<file path="config.mk">
export PLATFORM = sky130hd
export DESIGN_NAME = regfile_tester
export DESIGN_NICKNAME = d
export VERILOG_FILES = /design/src/rtl/regfile_test_pkg.sv /design/src/rtl/pattern_gen.sv /design/src/rtl/regfile_tester.sv
export SDC_FILE = /design/constraint.sdc
export NUM_CORES = 1
export LEC_CHECK = 0
export CAP_MARGIN = 25
export CORE_ASPECT_RATIO = 0.75
export CORE_MARGIN = 8
export CORE_UTILIZATION = 54
export DETAILED_ROUTE_END_ITERATION = 6
export GPL_ROUTABILITY_DRIVEN = 0
export PLACE_DENSITY_LB_ADDON = 0.05
export RECOVER_POWER = 50
export SYNTH_ARGS = -nofsm -noshare
export SYNTH_HDL_FRONTEND = slang
export SYNTH_SLANG_ARGS = --single-unit
</file>
<file path="constraint.sdc">
create_clock -name clk -period 4.5 [get_ports clk]
set_clock_uncertainty 0.2 [all_clocks]
set_input_delay 0.9 -clock clk [delete_from_list [all_inputs] [get_ports clk]]
set_output_delay 0.9 -clock clk [all_outputs]
set_load 0.01 [all_outputs]
</file>
<file path="src/rtl/regfile_test_pkg.sv">
// Shared definitions for the register-file tester: pattern modes, FSM states
// and a constant-foldable ceil(log2) helper.
package regfile_test_pkg;

    localparam logic [1:0] MODE_ADDR    = 2'b00;
    localparam logic [1:0] MODE_CHECKER = 2'b01;
    localparam logic [1:0] MODE_WALK    = 2'b10;
    localparam logic [1:0] MODE_INV     = 2'b11;

    typedef logic [2:0] state_t;

    localparam state_t ST_IDLE  = 3'd0;
    localparam state_t ST_WRITE = 3'd1;
    localparam state_t ST_READ  = 3'd2;
    localparam state_t ST_DRAIN = 3'd3;
    localparam state_t ST_DONE  = 3'd4;

    function automatic int unsigned clog2(input int unsigned n);
        int unsigned r;
        r = 0;
        for (int unsigned i = 0; i < 32; i++) begin
            if ((64'd1 << i) < 64'(n)) r = i + 1;
        end
        return r;
    endfunction

endpackage

</file>
<file path="src/rtl/pattern_gen.sv">
// Combinational test-pattern generator: maps (mode, address) to write data.
module pattern_gen
    import regfile_test_pkg::*;
#(
    parameter int unsigned WIDTH  = 4,
    parameter int unsigned ADDR_W = 2
) (
    input  logic [1:0]        mode,
    input  logic [ADDR_W-1:0] address,
    output logic [WIDTH-1:0]  data
);

    logic [WIDTH-1:0] w_addr_ext;
    logic [WIDTH-1:0] w_checker;
    logic [WIDTH-1:0] w_walk;

    always_comb begin
        w_addr_ext = WIDTH'(address);
        // Even addresses get 0101.. (bit 0 set), odd addresses the complement.
        for (int i = 0; i < int'(WIDTH); i++) begin
            w_checker[i] = (i % 2 == 0) ^ address[0];
        end
        w_walk = WIDTH'(1) << (32'(address) % WIDTH);
        case (mode)
            MODE_ADDR:    data = w_addr_ext;
            MODE_CHECKER: data = w_checker;
            MODE_WALK:    data = w_walk;
            MODE_INV:     data = ~w_addr_ext;
            default:      data = '0;
        endcase
    end

endmodule

</file>
<file path="src/rtl/regfile_tester.sv">
// Built-in tester for a register file: writes a pattern to every address,
// reads it back through a latency-matched delay line and counts mismatches.
module regfile_tester
    import regfile_test_pkg::*;
#(
    parameter int unsigned WIDTH   = 4,
    parameter int unsigned DEPTH   = 4,
    parameter int unsigned RD_LAT  = 0,
    localparam int unsigned ADDR_W = clog2(DEPTH)
) (
    input  logic              clk,
    input  logic              rst_n,
    input  logic              start,
    input  logic [1:0]        mode,
    input  logic [WIDTH-1:0]  qout,
    output logic [WIDTH-1:0]  dbus,
    output logic [ADDR_W-1:0] address,
    output logic              rwb,
    output logic              busy,
    output logic              done,
    output logic              pass,
    output logic [7:0]        err_count,
    output logic [ADDR_W-1:0] err_addr
);

    localparam int unsigned STAGES = RD_LAT + 1;

    state_t            r_state;
    logic [1:0]        r_mode;
    logic [ADDR_W-1:0] r_addr;
    logic [WIDTH-1:0]  r_dbus;
    logic              r_rwb;
    logic              r_busy;
    logic              r_done;
    logic              r_pass;
    logic [7:0]        r_err_cnt;
    logic [ADDR_W-1:0] r_err_adr;
    logic [RD_LAT:0]   r_vld;
    logic [WIDTH-1:0]  r_exp [STAGES];
    logic [ADDR_W-1:0] r_tag [STAGES];

    state_t            w_state_nxt;
    logic [1:0]        w_mode_nxt;
    logic [ADDR_W-1:0] w_addr_nxt;
    logic              w_start_acc;
    logic              w_last;
    logic              w_pending;
    logic [WIDTH-1:0]  w_pat;
    logic              w_issue;
    logic              w_rwb_nxt;
    logic [WIDTH-1:0]  w_dbus_nxt;
    logic              w_mis;
    logic [7:0]        w_cnt_base;
    logic [ADDR_W-1:0] w_adr_base;
    logic [7:0]        w_err_cnt_nxt;
    logic [ADDR_W-1:0] w_err_adr_nxt;
    logic              w_pass_nxt;

    pattern_gen #(.WIDTH(WIDTH), .ADDR_W(ADDR_W)) u_pattern_gen (
        .mode    (w_mode_nxt),
        .address (w_addr_nxt),
        .data    (w_pat)
    );

    assign w_last = (r_addr == ADDR_W'(DEPTH - 1));

    // Next-state, address sequencing and mode latch.
    always_comb begin
        w_state_nxt = r_state;
        w_mode_nxt  = r_mode;
        w_addr_nxt  = r_addr;
        w_start_acc = 1'b0;
        w_pending   = 1'b0;
        for (int i = 0; i < int'(RD_LAT); i++) begin
            w_pending = w_pending | r_vld[i];
        end
        case (r_state)
            ST_IDLE, ST_DONE: begin
                w_addr_nxt = '0;
                if (start) begin
                    w_state_nxt = ST_WRITE;
                    w_mode_nxt  = mode;
                    w_start_acc = 1'b1;
                end
            end
            ST_WRITE: begin
                if (w_last) begin
                    w_state_nxt = ST_READ;
                    w_addr_nxt  = '0;
                end else begin
                    w_addr_nxt = r_addr + ADDR_W'(1);
                end
            end
            ST_READ: begin
                if (w_last) begin
                    w_state_nxt = (RD_LAT > 0) ? ST_DRAIN : ST_DONE;
                    w_addr_nxt  = '0;
                end else begin
                    w_addr_nxt = r_addr + ADDR_W'(1);
                end
            end
            ST_DRAIN: begin
                w_addr_nxt = '0;
                if (!w_pending) w_state_nxt = ST_DONE;
            end
            default: begin
                w_state_nxt = ST_IDLE;
                w_addr_nxt  = '0;
            end
        endcase
    end

    // Bus data, compare and error bookkeeping for the coming edge.
    always_comb begin
        w_issue    = (w_state_nxt == ST_READ);
        w_rwb_nxt  = (w_state_nxt == ST_WRITE);
        w_dbus_nxt = w_rwb_nxt ? w_pat : '0;
        w_cnt_base = w_start_acc ? 8'd0 : r_err_cnt;
        w_adr_base = w_start_acc ? '0 : r_err_adr;
        w_mis      = r_vld[RD_LAT] && (qout != r_exp[RD_LAT]);
        w_err_cnt_nxt = w_cnt_base;
        w_err_adr_nxt = w_adr_base;
        if (w_mis) begin
            if (w_cnt_base == 8'd0) w_err_adr_nxt = r_tag[RD_LAT];
            if (w_cnt_base != 8'd255) w_err_cnt_nxt = w_cnt_base + 8'd1;
        end
        if (w_state_nxt != ST_DONE) begin
            w_pass_nxt = 1'b0;
        end else if (r_state == ST_DONE) begin
            w_pass_nxt = r_pass;
        end else begin
            w_pass_nxt = (w_err_cnt_nxt == 8'd0);
        end
    end

    always_ff @(posedge clk) begin
        if (!rst_n) begin
            r_state   <= ST_IDLE;
            r_mode    <= '0;
            r_addr    <= '0;
            r_dbus    <= '0;
            r_rwb     <= 1'b0;
            r_busy    <= 1'b0;
            r_done    <= 1'b0;
            r_pass    <= 1'b0;
            r_err_cnt <= '0;
            r_err_adr <= '0;
            r_vld     <= '0;
            for (int i = 0; i < int'(STAGES); i++) begin
                r_exp[i] <= '0;
                r_tag[i] <= '0;
            end
        end else begin
            r_state   <= w_state_nxt;
            r_mode    <= w_mode_nxt;
            r_addr    <= w_addr_nxt;
            r_dbus    <= w_dbus_nxt;
            r_rwb     <= w_rwb_nxt;
            r_busy    <= (w_state_nxt == ST_WRITE) || (w_state_nxt == ST_READ) ||
                         (w_state_nxt == ST_DRAIN);
            r_done    <= (w_state_nxt == ST_DONE);
            r_pass    <= w_pass_nxt;
            r_err_cnt <= w_err_cnt_nxt;
            r_err_adr <= w_err_adr_nxt;
            r_vld[0]  <= w_issue;
            r_exp[0]  <= w_pat;
            r_tag[0]  <= w_addr_nxt;
            for (int i = 1; i <= int'(RD_LAT); i++) begin
                r_vld[i] <= r_vld[i-1];
                r_exp[i] <= r_exp[i-1];
                r_tag[i] <= r_tag[i-1];
            end
        end
    end

    assign dbus      = r_dbus;
    assign address   = r_addr;
    assign rwb       = r_rwb;
    assign busy      = r_busy;
    assign done      = r_done;
    assign pass      = r_pass;
    assign err_count = r_err_cnt;
    assign err_addr  = r_err_adr;

endmodule

</file>
==> results of run 1 <==
-- stage by stage --
stage | area (µm²) | instances | worst slack [ps] | util, %
2_1_floorplan | 1430 | 146 | 2100 | -
6_report | 1740 | 210 | 1610 | 67.8
4_1_cts | 1750 | 210 | 1690 | 68.4
3_5_place_dp | 1700 | 203 | 1370 | 66.5
5_1_grt | 1740 | 210 | 1490 | 67.8
3_3_place_gp | 1700 | 203 | 1400 | 66.5
-- cell usage in the layout (no fill, tap or decap), types with 3 or more instances in the layout --
master	count
nand2_1	9
and2_1	3
a21oi_1	10
nor3_2	3
mux2i_1	4
xor2_1	4
nand3_1	5
nor2_1	9
clkbuf_4	5
o21a_1	3
nor3b_1	4
inv_1	4
o21ai_0	4
clkdlybuf4s50_1	12
nor2b_1	6
and3_1	4
dlygate4sd3_1	16
dfxtp_1	30
-- logic make-up (layout without fill, tap and decap cells) --
kind of cell	after synthesis	count (layout)	synth area share, %
flops	30	30	42.0
buf+inv	11	39	4.72
compound gates	31	31	15.6
mux	5	5	3.76
fa+ha+maj	2	2	1.75
simple gates	61	61	28.1
xor+xnor	6	6	4.20
-- critical path, delay by kind of cell --
family / cells / cell delay [ps]
buffers and inverters: 1 / 620
and+or+nand+nor: 3 / 910
adders and majority gates: 1 / 180
AOI/OAI and AO/OA: 2 / 300
-- registers in the layout (all words and copies together), names as in the netlist --
signal	flops
err_count	8
dbus	4
r_exp	4
r_state	3
address	2
err_addr	2
r_mode	2
busy	1
done	1
pass	1
r_vld	1
rwb	1
-- path summary, 6_finish.rpt --
path | startpoint | to | depth (start not counted)
max | start | err_addr[1] | 7
min | err_addr[0] | err_addr[0] | 2
max reg2reg | r_state[1] | err_addr[1] | 6
min reg2reg | err_addr[0] | err_addr[0] | 2
-- area by class of cell --
class                      count  area, µm²  area share [%]
timing repair buffer          28        280            16.1
clock buffer                   5       37.5            2.16
clock inverter                 2       10.0           0.576
sequential                    30        601            34.6
tap                           36       45.0            2.59
multi-input combinational    105        749            43.1
inverter                       4       15.0           0.864
-- routing by layer --
| metal | track usage [%] | routed length [µm] |
|---|---|---|
| met1 | 18.6 | 1450 |
| met2 | 20.4 | 1260 |
| met3 | 6.44 | 207 |
| met4 | 5.99 | 27 |
| met5 | 0 | 0 |
-- report_power, final --
group	leakage [nW]	switching, mW	internal, mW
registers	0.244	0.00526	0.274
logic	0.433	0.0296	0.0278
clock network	0.0308	0.0873	0.0560
total	0.708	0.122	0.358
==> metrics.txt, run 1 <==
drt initial violations=53; Final #Nets=185; GRT Residual Overflow=0; LEAKAGE=0.708 nW; Max Cap Violations=0; critical path capture point type=flop; Die W=75.5 µm; DP HPWL=2200 µm; Yosys top cell by area=dfxtp_1; period utilisation layout=64.2%; CTS Sinks=30; Clk Latency, worst-skew pair=320 ps; Commonest cells post-synth=dfxtp_1 (30), a21oi_1 (10), nand2_1 (9), nor2_1 (9), nor2b_1 (6); total chip power=0.480 mW; layout cells sized above 1=13.2%; type of the worst setup path=input port to flop; minimum clock period=2890 ps; n_diodes=0; class of the tightest hold or removal check=flop to flop; Worst-path clk slew=~90 ps; worst-path maximum fanout=7; Post-Syn Nets=157; Core Area=2560 µm²; max incr delay on CP=620 ps; worst path required time=4510 ps; IO Pins=29; cell row count=16; starting density of the core=55.9%; CP arrival=2900 ps; vias in the first global route=1,040; CP max-delay cell=dlygate4sd3_1; CP cell instances=dlygate4sd3_1 -> or3b_1 -> nand2_1 -> ha_1 -> o211ai_1 -> and3_1 -> o21a_1; H-tree depth=2; clock root buffer=clkbuf_4; Top FF cell, synth=dfxtp_1; worst-margin pin slew=546 ps; sequential area share after synthesis=42.0%; Port-buffer cells=28; Clock Tree Buf Depth=2; final hold violations=0; count leader, synth=dfxtp_1; via/cell ratio=about 5.3; number of iterations in the first detailed-routing pass=4; P&R area growth vs syn=21.4%; Die Footprint=~4600 µm²; Syn Area/Cell=9.80 µm²; ranking of synthesized cells by area=dfxtp_1 (42%), a21oi_1 (3.5%), mux2i_1 (2.8%), nor2b_1 (2.6%), xor2_1 (2.4%); initial antenna violation count=0; Synth Register Bits=30; Setup TNS=0 ps; cell area power density=276 nW/µm²; Hold WS=about 280 ps; global-route wire length before repair=4970 µm; CTS tree=yes; Yosys warning count=0; Post CTS Setup Buffer Count=0; Detailed Route WL=2950 µm; r2r setup slk=2350 ps; DR WL/cell=14.0 µm; EDFF count, synth=0; fin. max-slew vios=0; Synth async-reset ratio=0%; hold buffers post-CTS=0; crit start category=input port; Vert. Die Dim=60.6 µm; total CTS buffers=5; post-synthesis cell area=1430 µm²; post-CTS sizing=0; Final setup viols=0; largest net degree at the start of global routing=19; remaining routing DRC violations=0; Synth Instances=146; global-route total usage across every layer=14.4%; antenna viol nets, final=0; share of the synthesized area in the top cell type=42.0%; Synth cell types=49; Rel. slew slack=63.3%; Achievable Freq=346 MHz; peak supply drop=0.162 mV; Via Count=1,119; outcome=finished clean; # fillers=232; RSZ-0062 raised after global routing=false
No activity file was read; power rests on OpenSTA's default activity.
==> run 2, diff against run 1 <==
--- a/config.mk
+++ b/config.mk
@@ -8,7 +8,7 @@
 export CAP_MARGIN = 25
 export CORE_ASPECT_RATIO = 0.75
 export CORE_MARGIN = 8
-export CORE_UTILIZATION = 54
+export CORE_UTILIZATION = 45
 export DETAILED_ROUTE_END_ITERATION = 6
 export GPL_ROUTABILITY_DRIVEN = 0
 export PLACE_DENSITY_LB_ADDON = 0.05
==> constraint.sdc (replaced) <==
create_clock -name clk -period 2.34 [get_ports clk]
set_clock_uncertainty 0.2 [all_clocks]
set_input_delay 0.468 -clock clk [delete_from_list [all_inputs] [get_ports clk]]
set_output_delay 0.468 -clock clk [all_outputs]
set_load 0.01 [all_outputs]
==> run 2 against run 1 <==
Cell count rose by 8.1%. Utilization fell by 4.4 points. Setup slack got worse by 1500 ps. Via count rose by 5.2%. Non-clock buffer count rose by 15. Clock power rose to 2.7 times the previous value. First-iteration DRC count rose by 49%. Global-route usage fell by 1.3 points. Sequential share of layout area fell by 2.8 points. Critical path depth did not move. Register-to-register slack got worse by 2000 ps. Count of clock-buffer cells in the layout did not move.
==> metrics.txt, run 2 (synthesized netlist as in run 1, its figures left out) <==
CTS tree=yes; worst-margin pin slew=643 ps (+97.2 ps); placed cell area=1820 µm² (+6.8%); DP HPWL=2400 µm (+9.2%); RR Endpoint=r_exp[0][2]; Clk Latency, worst-skew pair=290 ps (-30 ps); Hold WS=294 ps (+15.5 ps); CP arrival=2170 ps (-730 ps); WHS Path Cells=2 (unchanged); worst-path maximum fanout=3 (-4); worst r2r src=address[0]; LEAKAGE=0.783 nW (+10%); DR WL/cell=14.1 µm (+0.16%); Die Footprint=5260 µm² (+15%); vias in the first global route=1,155 (+11%); clock root buffer=clkbuf_8; final hold violations=0 (unchanged); class of the tightest hold or removal check=flop to flop; type of the worst setup path=input port to flop; global-route wire length before repair=5310 µm (+6.8%); peak supply drop=0.430 mV (+170%); r2r setup slk=350 ps (-2000 ps); hold buffers post-CTS=0 (unchanged); Max Cap Violations=0 (unchanged); final core utilization=63.4% (-4.4 points); commonest non-fill, non-tap cell in the layout=dfxtp_1; Core Area=2980 µm² (+16%); Via Count=1,177 (+5.2%); max reg flops=8 (unchanged); IO Pins=29 (unchanged); RSZ-0062 raised after global routing=false; antenna viol nets, final=0 (unchanged); H-tree depth=2 (unchanged); Final setup viols=0 (unchanged); Die W=81.1 µm (+7.5%); period utilisation layout=about 94%; Port-buffer cells=28 (unchanged); total CTS buffers=5 (unchanged); worst reg2reg path depth=5 (-1); CTS Sinks=30 (unchanged); Rel. slew slack=56.7% (-6.5 points); GRT Residual Overflow=0 (unchanged); worst path required time=2320 ps (-2190 ps); initial antenna violation count=0 (unchanged); P&R area growth vs syn=32.0%; via/cell ratio=5.19 (-2.7%); Design Area, Final=1890 µm² (+8.7%); outcome=finished clean; Post CTS Setup Buffer Count=0 (unchanged); global-route total usage across every layer=13.1% (-1.3 points); crit start category=input port; minimum clock period=2190 ps; layout cells sized above 1=19.6% (+6.4 points); commonest non-fill, non-tap cells in the layout=dfxtp_1 (30), clkdlybuf4s50_1 (14), dlygate4sd3_1 (14), buf_4 (14), a21oi_1 (10); fin. max-slew vios=0 (unchanged); starting density of the core=48.1% (-7.8 points); cell area power density=561 nW/µm² (+100%); Achievable Freq=457 MHz; Detailed Route WL=3190 µm (+8.3%); drt initial violations=79 (+49%); n_diodes=0 (unchanged); number of iterations in the first detailed-routing pass=4 (unchanged); largest net degree at the start of global routing=18 (-1); Worst-path clk slew=60 ps (-30 ps); Clock Tree Buf Depth=2 (unchanged); Min-Delay Endpoint=err_addr[0]; remaining routing DRC violations=0 (unchanged); Worst Hold Launch=err_addr[0]; total chip power=1.06 mW (+120%); post-CTS sizing=0 (unchanged); Vert. Die Dim=64.8 µm (+7.0%); critical path capture point type=flop; cell row count=17 (+1); Final #Nets=200 (+8.1%)
run 2: changes by cell type in the layout (fill, tap and decap cells not counted), sizes merged:
cell	before	now
buf	0	14
clkbuf	5	6
clkdlybuf4s50	12	14
dlygate4sd3	16	14
run 2: power by group:
group	switching (mW)	total (mW)	internal [mW]	leakage, nW
clock network	0.192	0.391	0.199	0.0438
registers	0.00998	0.538	0.528	0.244
logic	0.0626	0.131	0.0688	0.495
run 2: through the flow:
stage               setup WS [ps]  setup TNS (ps)  cells
finish                        149               0    227
global route                 18.0               0    227
CTS                           160               0    227
detailed placement           -125            -901    220
global placement            -92.6            -344    220
floorplan                     376               0    146
run 2: per-layer routing:
layer	vias to the layer above	part of all wire (%)	global-route usage, %
li1	605	-	-
met1	537	48	16.7
met2	33	41	17.2
met3	2	9.6	7.44
met4	0	0.69	6.44
met5	-	0	0
run 2: cell type report:
class                           instances  area, µm²
Fill cell                             266       1090
Multi-Input combinational cell        105        758
Sequential cell                        30        601
Timing Repair Buffer                   43        389
Clock buffer                            5       68.8
Tap cell                               38       47.5
Inverter                                4       15.0
Clock inverter                          2       10.0
run 2: worst max-delay path by stage:
| stage | start | end | slack [ps] |
|---|---|---|---|
| after floorplan | start | err_addr[1] | 380 |
| after global placement | start | err_addr[1] | -90 |
| after detailed placement | start | err_addr[1] | -120 |
| after CTS | start | err_addr[1] | 160 |
| after global routing | start | err_addr[1] | 20 |
| final | start | err_addr[1] | 150 |
run 2: worst max-delay path, stage by stage:
cell and delay, ps:
clkdlybuf4s50_1 510, or3b_1 400, nand2_1 120, ha_1 180, o211ai_1 120, and3_1 200, o21a_1 160
==> run 3, diff against run 2 <==
--- a/config.mk
+++ b/config.mk
@@ -13,6 +13,7 @@
 export GPL_ROUTABILITY_DRIVEN = 0
 export PLACE_DENSITY_LB_ADDON = 0.05
 export RECOVER_POWER = 50
+export SLEW_MARGIN = 20
 export SYNTH_ARGS = -nofsm -noshare
 export SYNTH_HDL_FRONTEND = slang
 export SYNTH_SLANG_ARGS = --single-unit
==> constraint.sdc (replaced) <==
create_clock -name clk -period 1.8 [get_ports clk]
set_clock_uncertainty 0.2 [all_clocks]
set_input_delay 0.36 -clock clk [delete_from_list [all_inputs] [get_ports clk]]
set_output_delay 0.36 -clock clk [all_outputs]
set_load 0.01 [all_outputs]
==> run 3 against run 2 <==
The flow now finishes with violations (setup timing). Power up 34%. Wire length up 19%. Global-route usage up 1.6 points. Cell area up 19%. Setup slack worse by 220 ps. Register-to-register slack worse by 420 ps. Sequential share of layout area down 4.5 points. Highest routed layer unchanged.
==> metrics.txt, run 3 (synthesized netlist as in run 1, its figures left out) <==
Port-buffer cells=28 (unchanged); Flop pwr share=49.1% (-1.6 points); Non-Filler Instances=255 (+12%); crit start category=flop; Final #Nets=228 (+14%); Core Area=2980 µm² (unchanged); layout cells sized above 1=43.3% (+24 points); Final setup viols=6 (+6); clock root buffer=clkbuf_8; class of the tightest hold or removal check=flop to flop; via/cell ratio=5.24 (+0.97%); vias in the first global route=1,327 (+15%); Pint=1.06 mW (+34%); drt initial violations=90 (+14%); Worst-path clk slew=60 ps (about the same); Detailed Route WL=3810 µm (+19%); DP HPWL=2670 µm (+11%); Clk network pwr share=35.2% (-1.7 points); Gate power share=15.7% (+3.3 points); total chip power=1.42 mW (+34%); placed cell area=2010 µm² (+10%); type of the worst setup path=flop to flop; Design Area, Final=2240 µm² (+19%); global-route wire length before repair=6120 µm (+15%); Achievable Freq=535 MHz; Die Footprint=5260 µm² (unchanged); Clock Tree Buf Depth=2 (unchanged); CTS Sinks=30 (unchanged); outcome=finished with violations; CP arrival=1840 ps (-330 ps); RSZ-0062 raised after global routing=true; commonest non-fill, non-tap cell in the layout=buf_4; switching part of the total=24.9% (-0.041 points); cell area power density=633 nW/µm² (+13%); LEAKAGE=0.969 nW (+24%); Vert. Die Dim=64.8 µm (unchanged); Hold WS=268 ps (-25.7 ps); commonest non-fill, non-tap cells in the layout=buf_4 (36), dfxtp_1 (25), clkdlybuf4s50_1 (14); Die W=81.1 µm (unchanged); Via Count=1,335 (+13%); failing checks=setup timing; IO Pins=29 (unchanged); Clk Latency, worst-skew pair=270 ps (-20 ps); period utilisation layout=104%; switching power total=0.353 mW (+33%); DR WL/cell=15.0 µm (+6.3%); cell row count=17 (unchanged); worst-path maximum fanout=4 (+1); remaining routing DRC violations=0 (unchanged); global-route total usage across every layer=14.7% (+1.6 points); critical path capture point type=flop; fin. max-slew vios=0 (unchanged); n_diodes=0 (unchanged); Final WS setup=-69.2 ps (-219 ps); largest net degree at the start of global routing=11 (-7); worst path required time=1770 ps (-550 ps); P&R area growth vs syn=56.5%; starting density of the core=48.1% (unchanged); total CTS buffers=5 (unchanged); worst-margin pin slew=299 ps (-345 ps); GRT Residual Overflow=0 (unchanged); Post-Place Cells=240 (+9.1%); peak supply drop=0.553 mV (+28%); antenna viol nets, final=0 (unchanged); final hold violations=0 (unchanged); minimum clock period=around 1900 ps; Rel. slew slack=80.0% (+23 points); number of iterations in the first detailed-routing pass=4 (unchanged); Max Cap Violations=0 (unchanged); CTS tree=yes; H-tree depth=2 (unchanged); max reg flops=8 (unchanged); initial antenna violation count=0 (unchanged)
==> run 3: worst max-delay path: stages (launching register included) <==
cell	delay, ps
dfxtp_4	360
or3b_4	460
nand2_4	110
ha_4	130
o211ai_1	120
and3_1	210
o21a_1	170
==> run 3: per-layer routing <==
layer	vias to the layer above	routed length, µm	track usage [%]
met4	0	27	5.11
met3	4	284	6.61
met5	-	0	0
met1	630	1790	18.7
met2	42	1720	21.3
li1	659	-	-
==> run 3: repair_timing <==
action                                  in CTS  in global routing
buffers inserted                             6                  3
endpoints found under the setup margin      28                 16
gates resized for setup                     28                 19
pin swaps                                   13                  9
hold buffers                                 0                  0
==> run 3: per-stage QoR <==
| step | worst slack, ps | utilization, % | setup TNS (ps) |
|---|---|---|---|
| 6_report | -69.2 | 75.2 | -236 |
| 5_1_grt | -111 | 75.2 | -903 |
| 4_1_cts | -70.6 | 72.4 | -163 |
| 3_5_place_dp | -632 | 67.4 | -9590 |
| 3_3_place_gp | -578 | 67.4 | -8940 |
| 2_1_floorplan | -75.3 | - | -537 |
==> run 3: power groups by stage <==
stage,Sequential [mW],Clock [mW],Combinational (mW)
2_1_floorplan,0.716,0,0.0976
3_3_place_gp,0.712,0,0.192
3_5_place_dp,0.713,0,0.195
4_1_cts,0.696,0.508,0.205
5_1_grt,0.698,0.539,0.241
6_report,0.696,0.500,0.222
==> run 3: cell type report <==
cell class	instances	area (µm²)
multi-input combinational	105	883
fill	216	738
sequential	30	612
timing repair buffer	71	603
clock buffer	5	68.8
tap	38	47.5
inverter	4	15.0
clock inverter	2	10.0
==> run 3: path summary, 6_finish.rpt <==
kind,startpoint,to,slack [ps],cells past startpoint
setup / recovery,r_state[0],err_addr[1],-70,6
hold reg to reg,err_addr[0],err_addr[0],270,2
setup reg to reg,r_state[0],err_addr[1],-70,6
hold / removal,err_addr[0],err_addr[0],270,2
